## config.mk

```make
export PLATFORM = sky130hd
export DESIGN_NAME = tmds_channel_decoder
export DESIGN_NICKNAME = d
export VERILOG_FILES = /design/src/rtl/tmds_pkg.sv /design/src/rtl/tmds_word_aligner.sv /design/src/rtl/tmds_channel_decoder.sv
export SDC_FILE = /design/constraint.sdc
export NUM_CORES = 1
export LEC_CHECK = 0
export BUFFER_PORTS_ARGS = -buffer_cell sky130_fd_sc_hd__buf_2
export CAP_MARGIN = 20
export CELL_PAD_IN_SITES_DETAIL_PLACEMENT = 1
export CELL_PAD_IN_SITES_GLOBAL_PLACEMENT = 2
export CORE_ASPECT_RATIO = 2
export CORE_MARGIN = 3
export CORE_UTILIZATION = 40
export DETAILED_ROUTE_END_ITERATION = 16
export PLACE_DENSITY = 0.92
export SETUP_SLACK_MARGIN = 0.1
export SYNTH_ARGS = -nofsm -noshare
export SYNTH_HDL_FRONTEND = slang
export SYNTH_SLANG_ARGS = --single-unit
```

## constraint.sdc

```tcl
create_clock -name clk_pixel -period 6 [get_ports clk_pixel]
set_input_delay 1.5 -clock clk_pixel [delete_from_list [all_inputs] [get_ports clk_pixel]]
set_output_delay 1.5 -clock clk_pixel [all_outputs]
set_load 0.005 [all_outputs]
```

## src/rtl/tmds_pkg.sv

```systemverilog
// Shared TMDS definitions: mode encoding, control tokens, guard bands, TERC4 table and decode helpers.
package tmds_pkg;

  typedef enum logic [2:0] {
    MODE_CTRL   = 3'd0,
    MODE_VIDEO  = 3'd1,
    MODE_VGUARD = 3'd2,
    MODE_ISLAND = 3'd3,
    MODE_IGUARD = 3'd4
  } mode_t;

  localparam logic [9:0] CTRL_TOKEN_00 = 10'b1101010100;
  localparam logic [9:0] CTRL_TOKEN_01 = 10'b0010101011;
  localparam logic [9:0] CTRL_TOKEN_10 = 10'b0101010100;
  localparam logic [9:0] CTRL_TOKEN_11 = 10'b1010101011;

  localparam logic [9:0] VIDEO_GUARD_CH0   = 10'b1011001100;
  localparam logic [9:0] VIDEO_GUARD_CH1   = 10'b0100110011;
  localparam logic [9:0] VIDEO_GUARD_CH2   = 10'b1011001100;
  localparam logic [9:0] ISLAND_GUARD_CH12 = 10'b0100110011;

  localparam int LEAD_WORDS = 2;

  localparam logic [9:0] TERC4_TABLE [16] = '{
    10'b1010011100, 10'b1001100011, 10'b1011100100, 10'b1011100010,
    10'b0101110001, 10'b0100011110, 10'b0110001110, 10'b0100111100,
    10'b1011001100, 10'b0100111001, 10'b0110011100, 10'b1011000110,
    10'b1010001110, 10'b1001110001, 10'b0101100011, 10'b1011000011
  };

  function automatic logic is_ctrl_token(input logic [9:0] w);
    return (w == CTRL_TOKEN_00) || (w == CTRL_TOKEN_01) ||
           (w == CTRL_TOKEN_10) || (w == CTRL_TOKEN_11);
  endfunction

  function automatic logic [1:0] ctrl_decode(input logic [9:0] w);
    logic [1:0] c;
    case (w)
      CTRL_TOKEN_01: c = 2'b01;
      CTRL_TOKEN_10: c = 2'b10;
      CTRL_TOKEN_11: c = 2'b11;
      default:       c = 2'b00;
    endcase
    return c;
  endfunction

  // Returns {hit, nibble}.
  function automatic logic [4:0] terc4_decode(input logic [9:0] w);
    logic [4:0] r;
    r = 5'd0;
    for (int i = 0; i < 16; i++) begin
      if (w == TERC4_TABLE[i]) r = {1'b1, i[3:0]};
    end
    return r;
  endfunction

  function automatic logic [7:0] video_decode(input logic [9:0] w);
    logic [7:0] q;
    logic [7:0] d;
    q = w[9] ? ~w[7:0] : w[7:0];
    d = 8'd0;
    d[0] = q[0];
    for (int i = 1; i < 8; i++) begin
      d[i] = w[8] ? (q[i] ^ q[i-1]) : ~(q[i] ^ q[i-1]);
    end
    return d;
  endfunction

endpackage

```

## src/rtl/tmds_word_aligner.sv

```systemverilog
// Word aligner: stage 0/1 rotation of the raw word and the SEARCH/CONFIRM/LOCKED hunt for control tokens.
// TMDS_DEC_LOSS_CNT_EN adds a saturating count of lock losses.
module tmds_word_aligner
  import tmds_pkg::*;
#(
  parameter int LOCK_COUNT   = 8,
  parameter int SEARCH_DWELL = 64,
  parameter int MAX_GAP      = 4096
) (
  input  logic       clk_pixel,
  input  logic       reset_n,
  input  logic [9:0] tmds_in,
  output logic [9:0] aligned,
  output logic       is_ctrl,
  output logic       tmds_locked,
`ifdef TMDS_DEC_LOSS_CNT_EN
  output logic [7:0] lock_loss_count,
  output logic [3:0] bit_offset
`else
  output logic [3:0] bit_offset
`endif
);

  localparam logic [1:0] A_SEARCH  = 2'd0;
  localparam logic [1:0] A_CONFIRM = 2'd1;
  localparam logic [1:0] A_LOCKED  = 2'd2;

  localparam int DW = $clog2(SEARCH_DWELL + 1);
  localparam int GW = $clog2(MAX_GAP + 1);
  localparam logic [DW-1:0] DWELL_LAST = DW'(SEARCH_DWELL - 1);
  localparam logic [GW-1:0] GAP_LAST   = GW'(MAX_GAP - 1);
  localparam logic [3:0]    CNT_LAST   = 4'(LOCK_COUNT - 1);

  logic [1:0]    state;
  logic [9:0]    prev;
  logic [19:0]   window;
  logic [DW-1:0] dwell;
  logic [GW-1:0] gap;
  logic [3:0]    cnt;
  logic [3:0]    next_offset;
  logic          lock_drop;

  assign window      = {tmds_in, prev};
  assign next_offset = (bit_offset == 4'd9) ? 4'd0 : bit_offset + 4'd1;
  assign is_ctrl     = is_ctrl_token(aligned);
  assign tmds_locked = (state == A_LOCKED);
  assign lock_drop   = (state == A_LOCKED) && !is_ctrl && (gap == GAP_LAST);

  always_ff @(posedge clk_pixel) begin
    if (!reset_n) begin
      prev       <= '0;
      aligned    <= '0;
      state      <= A_SEARCH;
      bit_offset <= '0;
      dwell      <= '0;
      gap        <= '0;
      cnt        <= '0;
    end else begin
      prev    <= tmds_in;
      aligned <= window[{1'b0, bit_offset} +: 10];
      case (state)
        A_SEARCH: begin
          if (is_ctrl) begin
            state <= A_CONFIRM;
            cnt   <= 4'd1;
            dwell <= '0;
          end else if (dwell == DWELL_LAST) begin
            dwell      <= '0;
            bit_offset <= next_offset;
          end else begin
            dwell <= dwell + 1'b1;
          end
        end
        A_CONFIRM: begin
          if (is_ctrl) begin
            cnt <= cnt + 4'd1;
            if (cnt == CNT_LAST) begin
              state <= A_LOCKED;
              gap   <= '0;
            end
          end else begin
            // A broken run restarts the hunt at the same rotation.
            state <= A_SEARCH;
            cnt   <= '0;
            dwell <= '0;
          end
        end
        A_LOCKED: begin
          if (is_ctrl) begin
            gap <= '0;
          end else if (lock_drop) begin
            state      <= A_SEARCH;
            bit_offset <= next_offset;
            gap        <= '0;
            cnt        <= '0;
            dwell      <= '0;
          end else begin
            gap <= gap + 1'b1;
          end
        end
        default: state <= A_SEARCH;
      endcase
    end
  end

`ifdef TMDS_DEC_LOSS_CNT_EN
  always_ff @(posedge clk_pixel) begin
    if (!reset_n) begin
      lock_loss_count <= '0;
    end else if (lock_drop && (lock_loss_count != 8'hFF)) begin
      lock_loss_count <= lock_loss_count + 8'd1;
    end
  end
`endif

endmodule

```

## src/rtl/tmds_channel_decoder.sv

```systemverilog
// TMDS channel decoder: aligns raw words, classifies each symbol period and recovers the payload (2-cycle latency).
// TMDS_DEC_LOSS_CNT_EN exposes lock_loss_count.
module tmds_channel_decoder
  import tmds_pkg::*;
#(
  parameter int CN           = 0,
  parameter int LOCK_COUNT   = 8,
  parameter int SEARCH_DWELL = 64,
  parameter int MAX_GAP      = 4096
) (
  input  logic       clk_pixel,
  input  logic       reset_n,
  input  logic [9:0] tmds_in,
  input  logic       island_hint,
  output logic       tmds_locked,
  output logic [3:0] bit_offset,
  output logic [2:0] mode,
  output logic [7:0] video_data,
  output logic [3:0] data_island_data,
`ifdef TMDS_DEC_LOSS_CNT_EN
  output logic [7:0] lock_loss_count,
  output logic [1:0] control_data
`else
  output logic [1:0] control_data
`endif
);

  localparam logic [1:0] P_CTRL   = 2'd0;
  localparam logic [1:0] P_LEAD   = 2'd1;
  localparam logic [1:0] P_VIDEO  = 2'd2;
  localparam logic [1:0] P_ISLAND = 2'd3;
  localparam logic       GCNT_LAST = 1'(LEAD_WORDS - 2);

  logic [9:0] aligned;
  logic       is_ctrl;
  logic [1:0] pstate;
  logic       gcnt;
  logic       hint_q;
  logic [4:0] terc4;

  tmds_word_aligner #(
    .LOCK_COUNT  (LOCK_COUNT),
    .SEARCH_DWELL(SEARCH_DWELL),
    .MAX_GAP     (MAX_GAP)
  ) u_aligner (
    .clk_pixel      (clk_pixel),
    .reset_n        (reset_n),
    .tmds_in        (tmds_in),
    .aligned        (aligned),
    .is_ctrl        (is_ctrl),
    .tmds_locked    (tmds_locked),
`ifdef TMDS_DEC_LOSS_CNT_EN
    .lock_loss_count(lock_loss_count),
    .bit_offset     (bit_offset)
`else
    .bit_offset     (bit_offset)
`endif
  );

  assign terc4 = terc4_decode(aligned);

  always_ff @(posedge clk_pixel) begin
    if (!reset_n) begin
      pstate           <= P_CTRL;
      gcnt             <= 1'b0;
      hint_q           <= 1'b0;
      mode             <= MODE_CTRL;
      video_data       <= '0;
      data_island_data <= '0;
      control_data     <= '0;
    end else if (!tmds_locked) begin
      pstate <= P_CTRL;
      gcnt   <= 1'b0;
      mode   <= MODE_CTRL;
    end else if (is_ctrl) begin
      // A control token ends any period, including an aborted leading guard.
      pstate       <= P_CTRL;
      mode         <= MODE_CTRL;
      control_data <= ctrl_decode(aligned);
    end else begin
      case (pstate)
        P_CTRL: begin
          pstate <= P_LEAD;
          gcnt   <= 1'b0;
          hint_q <= island_hint;
          mode   <= island_hint ? MODE_IGUARD : MODE_VGUARD;
        end
        P_LEAD: begin
          mode <= hint_q ? MODE_IGUARD : MODE_VGUARD;
          if (gcnt == GCNT_LAST) pstate <= hint_q ? P_ISLAND : P_VIDEO;
          else gcnt <= gcnt + 1'b1;
        end
        P_VIDEO: begin
          mode       <= MODE_VIDEO;
          video_data <= video_decode(aligned);
        end
        default: begin
          // Channel 0 trailing guard is itself a TERC4 code and decodes as data.
          if ((CN != 0) && (aligned == ISLAND_GUARD_CH12)) begin
            mode <= MODE_IGUARD;
          end else begin
            mode             <= MODE_ISLAND;
            data_island_data <= terc4[4] ? terc4[3:0] : 4'd0;
          end
        end
      endcase
    end
  end

endmodule

```

==> results of run 1 <==
## layer usage
metal / vias up / part of all wire / track usage
li1: 1756 / - / -
met1: 1760 / 0.39 / 0.198
met2: 48 / 0.55 / 0.365
met3: 24 / 0.024 / 0.0286
met4: 0 / 0.030 / 0.0963
met5: - / 0 / 0
## critical path, delay by kind of cell
kind,cells,cell delay (ns)
buffers and inverters,3,1.28
AOI/OAI and AO/OA,1,0.16
and+or+nand+nor,1,0.36
## report_power, final
group	total, mW	switching [mW]	internal [mW]
Clock	0.520	0.201	0.319
Combinational	0.162	0.0915	0.0701
Sequential	0.514	0.0321	0.482
Total	1.20	0.325	0.871
## synth_stat cells (3+ instances only)
cell        n  share of area
a211oi_1   12          0.021
inv_1       7         0.0062
nand3b_1    4         0.0071
a21oi_1    24          0.028
xnor2_1    14          0.029
buf_2       8         0.0095
and2b_1     3         0.0053
mux4_2      3          0.016
o211ai_1    5         0.0089
and3_1      7          0.010
xor2_1      9          0.019
nand2_1    29          0.026
o31ai_1     3         0.0053
nor3_1      7         0.0083
nor2_1     58          0.052
mux2_2      6          0.016
ha_1        7          0.021
a31oi_1     5         0.0074
and2_1     16          0.024
a21boi_0    3         0.0053
clkbuf_1   17          0.015
nor2b_1     8          0.012
nand2b_1    4         0.0059
o21ai_0    18          0.021
nand4b_1    5          0.010
buf_4       5         0.0089
nand3_1    13          0.015
a211oi_2    7          0.021
buf_6       7          0.019
mux2i_1    30          0.071
o2111ai_1   4         0.0083
nand4_1     6         0.0089
o22ai_1     5         0.0074
dfxtp_1    70           0.33
or3_1       6         0.0089
and4bb_2    3         0.0089
## flip-flops by register name, summed over array words and instances (netlist names)
name                  flops
control_data              2
data_island_data          4
hint_q                    1
mode                      3
pstate                    2
u_aligner.aligned        10
u_aligner.bit_offset      4
u_aligner.cnt             4
u_aligner.dwell           7
u_aligner.gap            13
u_aligner.prev           10
u_aligner.state           2
video_data                8
## cell families (layout without fill, tap and decap cells)
logic type,after synthesis,count (layout)
adders and majority gates,7,7
AOI/OAI and AO/OA,106,106
xor gates and xnor gates,23,23
DFF,70,70
buffers and inverters,46,60
muxes,39,39
and+or+nand+nor,189,189
## area by class of cell
cell class	instances	area, um^2	share of cell area
flip-flops and latches	70	1400	0.302
multi-input cells	364	2570	0.553
repair buffers	37	193	0.0415
well taps	135	169	0.0364
clock inverters	4	48.8	0.0105
inverters	8	30.0	0.00647
clock buffers	11	233	0.0501
## how the worst min path moves through the flow
stage,from,to,slack [ns],cells past startpoint
final,u_aligner.gap[12]$_SDFFE_PN0P_,u_aligner.gap[12]$_SDFFE_PN0P_,0.44,2
after global routing,u_aligner.gap[12]$_SDFFE_PN0P_,u_aligner.gap[12]$_SDFFE_PN0P_,0.46,2
after CTS,u_aligner.gap[12]$_SDFFE_PN0P_,u_aligner.gap[12]$_SDFFE_PN0P_,0.44,2
after detailed placement,u_aligner.gap[12]$_SDFFE_PN0P_,u_aligner.gap[12]$_SDFFE_PN0P_,0.43,2
after global placement,u_aligner.gap[12]$_SDFFE_PN0P_,u_aligner.gap[12]$_SDFFE_PN0P_,0.42,2
after floorplan,u_aligner.gap[12]$_SDFFE_PN0P_,u_aligner.gap[12]$_SDFFE_PN0P_,0.41,2
==> metrics.md, run 1 <==
| Metric | Value |
|---|---|
| CTS buffer count | 9 |
| CTS-repair resized insts | 0 |
| Mux contribution to synthesized area | 0.103 |
| GR Util All Layers | 0.192 |
| DRC Markers | 0 |
| Total wire length | 10700 um |
| Final core utilization | 0.455 |
| Routability Congestion | 0.869 |
| Fin Setup TNS | 0 ns |
| Vias | 3588 |
| Die Span Y | 151 um |
| Setup ws final | 2.94 ns |
| Critical path type | in -> reg |
| Largest net degree at the start of global routing | 32 |
| Synth Area in XOR/XNOR | 0.0477 |
| Min-Delay Path Class | reg -> reg |
| Largest family of logic cells by synthesized area | simple AND/OR/NAND/NOR gates |
| Most frequent cells in the layout | dfxtp_1, nor2_1, buf_2 |
| Synth Area in Simple Gates | 0.250 |
| Fraction of layout cells with a size suffix above 1 | 0.178 |
| Slowest CP cell | buf_2 |
| Clock Path Buffers | 2 |
| H-tree depth | 3 |
| Fin Hold WS | 0.437 ns |
| Sequential area share after synthesis | 0.332 |
| WL per Instance | 17.0 um |
| Setup crit end kind | flip-flop |
| RSZ-0062 raised after global routing | false |
| Synthesized area | 4230 um^2 |
| Yosys warning count | 0 |
| Post-route clock period utilization | 0.510 |
| Vias in the first global route | 3790 |
| CP arrival | 3.32 ns |
| Post-CTS Hold Fix Bufs | 0 |
| Worst-case vdd ir drop | 0.000143 V |
| Placed cells | 614 |
| Root Buffer | clkbuf_16 |
| Cell variety after synth | 70 |
| Commonest non-fill, non-tap cell in the layout | dfxtp_1 |
| Clk slew on worst S/H paths | 0.06 ns |
| Starting Density | 0.414 |
| Slew HR | 0.479 |
| Setup WS pre-CTS | 2.57 ns |
| Least-Margin Pin Slew | 0.780 ns |
| CP Cell Sequence | buf_2 -> inv_1 -> buf_4 -> or3_1 -> o22ai_1 |
| Launch point of the worst path | reset_n |
| DRT iter0 DRCs | 145 |
| Startpoint types | input port |
| First-pass DRT Iterations | 4 |
| Slew Limit Fails | 0 |
| Critical-path maximum fanout | 31 |
| Die Span X | 78.7 um |
| IO Port Bufs | 34 |
| Antenna violations before repair | 0 |
| End point of the critical path | u_aligner.dwell[3]$_SDFFE_PN0P_ |
| Power density over the cells | 257 nW/um^2 |
| FF+latch count, synth | 70 |
| Fmax | 327 MHz |
| Finished Layout Cells | 629 |
| Max stage delay on crit path | 0.49 ns |
| Status | completed |
| Dpl hpwl | 8010 um |
| Post-synthesis adder-cell area fraction | 0.0207 |
| Setup Fix Bufs, Post-CTS | 0 |
| Worst-skew pair later-pin latency | 0.34 ns |
| Final Hold Fails | 0 |
| Core Rows | 52 |
| Ports | 35 |
| Vias/cell | 5.70 |
| R2r setup slk | 3.37 ns |
| Post-synth ARST share | 0 |
| Power Total | 1.20 mW |
| R2r worst-path depth | 6 |
| Pleak | 1.72 nW |
| Placed Area | 4360 um^2 |
| Clk sinks | 70 |
| Final antenna-violating net count | 0 |
| Worst flop-to-flop path startpoint | u_aligner.aligned[2]$_SDFF_PN0_ |
| Final setup viols | 0 |
| Die ar. | 11900 um^2 |
| Diode count | 0 |
| Synth Instances | 480 |
| Main synth FF type | dfxtp_1 |
| Post-synth EDFFs | 0 |
| Area delta synth->final | 9.92% |
| Post-synthesis compound-gate area fraction | 0.187 |
| R2R Path End | video_data[0]$_SDFFE_PN0P_ |
| Syn Nets | 500 |
| Final instance area | 4640 um^2 |
| Clock Skews | 0.00656 ns |
| Global route overflow | 0 |
| First-pass GRT wire length | 18100 um |
| CTS tree | built |
| Core ar. | 10200 um^2 |
| Final #Nets | 510 |
| Average cell area after synthesis | 8.80 um^2 |
| Min Tclk post-route | 3.06 ns |
| Crit path required time | 6.26 ns |
| Fill cells | 1233 |
| Max-cap check violation count | 0 |
Power figures use the tool's default switching activity.
==> inputs of run 2 (changes only) <==
Settings changed: CORE_UTILIZATION 40 to 34, PLACE_DENSITY 0.92 to 0.84.
Clock period 6 ns to 2.8 ns, I/O delays scaled along.
==> run 2 against run 1 <==
Compared with the run above:
- via count up 2.3%
- cell count up 4.1%
- critical path depth up 1
- worst setup slack worse by 2.5 ns
- routed wire length up 5.5%
- sequential share of layout area down 0.84 points
- clock power up 130%
- total power up 120%
- critical endpoint is now u_aligner.dwell[5]$_SDFFE_PN0P_
- largest power group unchanged
==> metrics.md, run 2 (synthesis results as in run 1) <==
| Metric | Value |
|---|---|
| CP arrival | 2.58 ns |
| Global route overflow | 0 |
| Final setup viols | 0 |
| Critical-path maximum fanout | 12 |
| DRT iter0 DRCs | 112 |
| Setup ws final | 0.444 ns |
| Total wire length | 11300 um |
| Worst-skew pair later-pin latency | 0.34 ns |
| Die Span Y | 164 um |
| Pleak | 1.80 nW |
| First-pass GRT wire length | 19400 um |
| Seq. cell area | 1400 um^2 |
| IO Port Bufs | 34 |
| Crit path required time | 3.03 ns |
| Largest registers | u_aligner.gap (13), u_aligner.aligned (10), u_aligner.prev (10) |
| Power Total | 2.64 mW |
| Fill cells | 1469 |
| Ports | 35 |
| Multi-input gate area | 2570 um^2 |
| Diode count | 0 |
| Worst-case vdd ir drop | 0.000269 V |
| Core ar. | 12100 um^2 |
| Status | completed |
| Min Tclk post-route | 2.36 ns |
| Final instance area | 4780 um^2 |
| Clk slew on worst S/H paths | 0.06 ns |
| Slew HR | 0.599 |
| CTS buffer count | 9 |
| Fin Hold WS | 0.442 ns |
| CTS tree | built |
| Placed cells | 639 |
| Least-Margin Pin Slew | 0.601 ns |
| WL per Instance | 17.2 um |
| Fmax | 424 MHz |
| Setup crit end kind | flip-flop |
| First-pass DRT Iterations | 4 |
| Reg with most FFs | u_aligner.gap |
| Min-Delay Path Class | reg -> reg |
| Slew Limit Fails | 0 |
| Clock Skews | 0.0109 ns |
| Critical path type | reg -> reg |
| Final antenna-violating net count | 0 |
| Dpl hpwl | 8670 um |
| Starting Density | 0.349 |
| Vias/cell | 5.60 |
| Most frequent cells in the layout | dfxtp_1, nor2_1, buf_2 |
| Setup Fix Bufs, Post-CTS | 0 |
| Commonest non-fill, non-tap cell in the layout | dfxtp_1 |
| Finished Layout Cells | 655 |
| Die Span X | 84.8 um |
| Largest net degree at the start of global routing | 31 |
| Core Rows | 57 |
| GR Util All Layers | 0.172 |
| RSZ-0062 raised after global routing | false |
| CTS-repair resized insts | 0 |
| Final core utilization | 0.394 |
| Area delta synth->final | 13.1% |
| Max FFs per register | 13 |
| Routability Congestion | 0.875 |
| Power density over the cells | 552 nW/um^2 |
| DRC Markers | 0 |
| Antenna violations before repair | 0 |
| Max-cap check violation count | 0 |
| Final Hold Fails | 0 |
| Vias in the first global route | 3980 |
| Startpoint types | flip-flop |
| Fraction of layout cells with a size suffix above 1 | 0.203 |
| Vias | 3670 |
| H-tree depth | 3 |
| Placed Area | 4480 um^2 |
| Clk sinks | 70 |
| Fin Setup TNS | 0 ns |
| Post-CTS Hold Fix Bufs | 0 |
| Root Buffer | clkbuf_16 |
| Final #Nets | 523 |
| Setup WS pre-CTS | 0.507 ns |
| Die ar. | 13900 um^2 |
| Post-route clock period utilization | 0.842 |
| Clock Path Buffers | 2 |
-- run 2: cell types whose count changed in the layout (fill, tap and decap cells not counted), sizes merged --
cell and delta:
buf +13, clkbuf +1
-- run 2: critical path, cell delays in order (launching register included) --
cell and delay (ns):
dfxtp_1 0.59, and4bb_2 0.33, nand3_4 0.13, nand2_2 0.18, o31ai_4 0.50, nand2_1 0.18, o32ai_1 0.32
-- run 2: worst paths after layout --
check | slack, ns | depth (start not counted) | startpoint | to
setup / recovery | 0.44 | 6 | u_aligner.aligned[8]$_SDFF_PN0_ | u_aligner.dwell[5]$_SDFFE_PN0P_
hold / removal | 0.44 | 2 | u_aligner.gap[12]$_SDFFE_PN0P_ | u_aligner.gap[12]$_SDFFE_PN0P_
setup reg to reg | 0.44 | 6 | u_aligner.aligned[8]$_SDFF_PN0_ | u_aligner.dwell[5]$_SDFFE_PN0P_
hold reg to reg | 0.44 | 2 | u_aligner.gap[12]$_SDFFE_PN0P_ | u_aligner.gap[12]$_SDFFE_PN0P_
-- run 2: final cells by class --
class                      instances  area share
multi-input combinational        364       0.538
timing repair buffer              50      0.0608
tap                              147      0.0385
sequential                        70       0.293
inverter                           8     0.00629
clock buffer                      12      0.0537
clock inverter                     4     0.00943
-- run 2: where the power goes --
group          internal, mW  total [mW]  switching (mW)  leakage (nW)
Clock                 0.734        1.17           0.435         0.152
Sequential             1.03        1.09          0.0537         0.569
Combinational         0.164       0.383           0.219          1.08
Total                  1.93        2.64           0.708          1.80
-- run 2: layer usage --
layer	part of all wire	track usage
met1	0.39	0.179
met2	0.56	0.331
met3	0.025	0.0283
met4	0.023	0.0706
met5	0	0
==> inputs of run 3 (changes only) <==
Settings changed: CORE_UTILIZATION 34 to 37, PLACE_DENSITY 0.84 to 0.86.
Clock period 2.8 ns to 2.4 ns, I/O delays scaled along.
==> run 3 against run 2 <==
Compared with the run above:
- global-route usage grew 2.8 points
- total power increased by 16%
- critical path depth is the same
- critical endpoint is now u_aligner.gap[3]$_SDFFE_PN0P_
- die area shrank 7.7%
- combinational power rose by 23%
- register-to-register slack worse by 0.19 ns
- cell count rose by 0.15%
- largest power group unchanged
==> metrics.md, run 3 (synthesis results as in run 1) <==
| Metric | Value |
|---|---|
| Clock Skews | 0.00890 ns |
| Root Buffer | clkbuf_16 |
| DRT iter0 DRCs | 125 |
| Fill cells | 1322 |
| Setup WS pre-CTS | 0.194 ns |
| Max stage delay on crit path | 0.51 ns |
| Critical-path maximum fanout | 11 |
| Core ar. | 11000 um^2 |
| GR Util All Layers | 0.200 |
| Vias | 3671 |
| Power Total | 3.07 mW |
| Final #Nets | 532 |
| CP Cell Sequence | and2b_1 -> nand4_4 -> a21oi_4 -> nor2_2 -> or3_1 -> a21oi_1 |
| Core Rows | 54 |
| Die ar. | 12800 um^2 |
| Vias in the first global route | 3961 |
| Status | completed |
| First-pass GRT wire length | 19800 um |
| Global route overflow | 0 |
| Setup crit end kind | flip-flop |
| Reg with most FFs | u_aligner.gap |
| Clk slew on worst S/H paths | 0.06 ns |
| Slew Limit Fails | 0 |
| Final setup viols | 0 |
| Ports | 35 |
| Die Span Y | 157 um |
| Setup ws final | 0.258 ns |
| Fin Setup TNS | 0 ns |
| Commonest non-fill, non-tap cell in the layout | dfxtp_1 |
| Least-Margin Pin Slew | 0.608 ns |
| Clock Path Buffers | 2 |
| H-tree depth | 3 |
| Crit path required time | 2.66 ns |
| Max FFs per register | 13 |
| Largest registers | u_aligner.gap (13), u_aligner.aligned (10), u_aligner.prev (10) |
| Critical path type | reg -> reg |
| Pleak | 1.84 nW |
| Worst-skew pair later-pin latency | 0.34 ns |
| Slowest CP cell | dfxtp_1 |
| Max-cap check violation count | 0 |
| First-pass DRT Iterations | 4 |
| DRC Markers | 0 |
| Fraction of layout cells with a size suffix above 1 | 0.217 |
| CTS buffer count | 9 |
| Startpoint types | flip-flop |
| Routability Congestion | 0.890 |
| Antenna violations before repair | 0 |
| Largest net degree at the start of global routing | 25 |
| Fmax | 467 MHz |
| Total wire length | 11900 um |
| Starting Density | 0.384 |
| Final Hold Fails | 0 |
| Clk sinks | 70 |
| Min Tclk post-route | 2.14 ns |
| Dpl hpwl | 9110 um |
| WL per Instance | 18.1 um |
| Most frequent cells in the layout | dfxtp_1, nor2_1, buf_2 |
| Min-Delay Path Class | reg -> reg |
| Power density over the cells | 634 nW/um^2 |
| Post-route clock period utilization | 0.893 |
| Diode count | 0 |
| Final antenna-violating net count | 0 |
| Vias/cell | 5.60 |
| RSZ-0062 raised after global routing | true |
| Post-CTS Hold Fix Bufs | 0 |
| CTS tree | built |
| Area delta synth->final | 14.7% |
| IO Port Bufs | 34 |
| Die Span X | 81.6 um |
| Slew HR | 0.589 |
| Worst-case vdd ir drop | 0.000350 V |
| CP arrival | 2.40 ns |
[run 3: changes by cell type in the layout (fill, tap and decap cells not counted)]
cell,change
and2_1,-1
and2_2,+1
buf_12,+1
buf_4,+8
clkbuf_8,-1
clkinv_2,-1
clkinvlp_4,+1
o21ai_2,-1
o21ai_4,+1
[run 3: critical path, delay by kind of cell, from the launching register on]
family / cells / cell delay (ns)
compound gates: 2 / 0.47
flops: 1 / 0.51
simple gates: 4 / 1.07
[run 3: path summary, 6_finish.rpt]
check                                                     start                              to  slack, ns  cells past startpoint
worst min-delay path             u_aligner.gap[12]$_SDFFE_PN0P_  u_aligner.gap[12]$_SDFFE_PN0P_       0.43                      2
worst max register to register  u_aligner.aligned[6]$_SDFF_PN0_   u_aligner.gap[3]$_SDFFE_PN0P_       0.26                      6
worst max-delay path            u_aligner.aligned[6]$_SDFF_PN0_   u_aligner.gap[3]$_SDFFE_PN0P_       0.26                      6
worst min register to register   u_aligner.gap[12]$_SDFFE_PN0P_  u_aligner.gap[12]$_SDFFE_PN0P_       0.43                      2
[run 3: repair_timing]
action,in CTS,in global routing
endpoints found under the hold margin,0,0
setup endpoints to repair,0,16
setup buffers,0,4
gates resized for setup,0,2
[run 3: per-layer routing]
metal	GRT usage	part of all wire	wire (um)	vias up
met5	0	0	0	-
met4	0.107	0.043	505	0
met3	0.0309	0.019	230	31
met2	0.367	0.55	6580	56
met1	0.210	0.38	4550	1796
li1	-	-	-	1788
[run 3: final cells by class]
type / instances / area (um^2) / area share
multi-input combinational: 364 / 2580 / 0.532
tap: 140 / 175 / 0.0361
timing repair buffer: 59 / 370 / 0.0764
clock buffer: 11 / 243 / 0.0501
sequential: 70 / 1400 / 0.289
clock inverter: 4 / 47.5 / 0.00981
inverter: 8 / 30.0 / 0.00620
[run 3: where the power goes]
part | total (mW) | switching (mW) | internal (mW)
Combinational | 0.470 | 0.269 | 0.201
Sequential | 1.26 | 0.0557 | 1.20
Clock | 1.34 | 0.516 | 0.824
Total | 3.07 | 0.841 | 2.23
[run 3: metrics by stage]
step	utilization	std cells	hold WS (ns)	cell area, um^2
floorplan	-	480	0.410	4230
global placement	0.410	637	0.421	4520
detailed placement	0.410	637	0.434	4520
CTS	0.436	652	0.442	4810
global route	0.440	656	0.454	4850
finish	0.440	656	0.434	4850
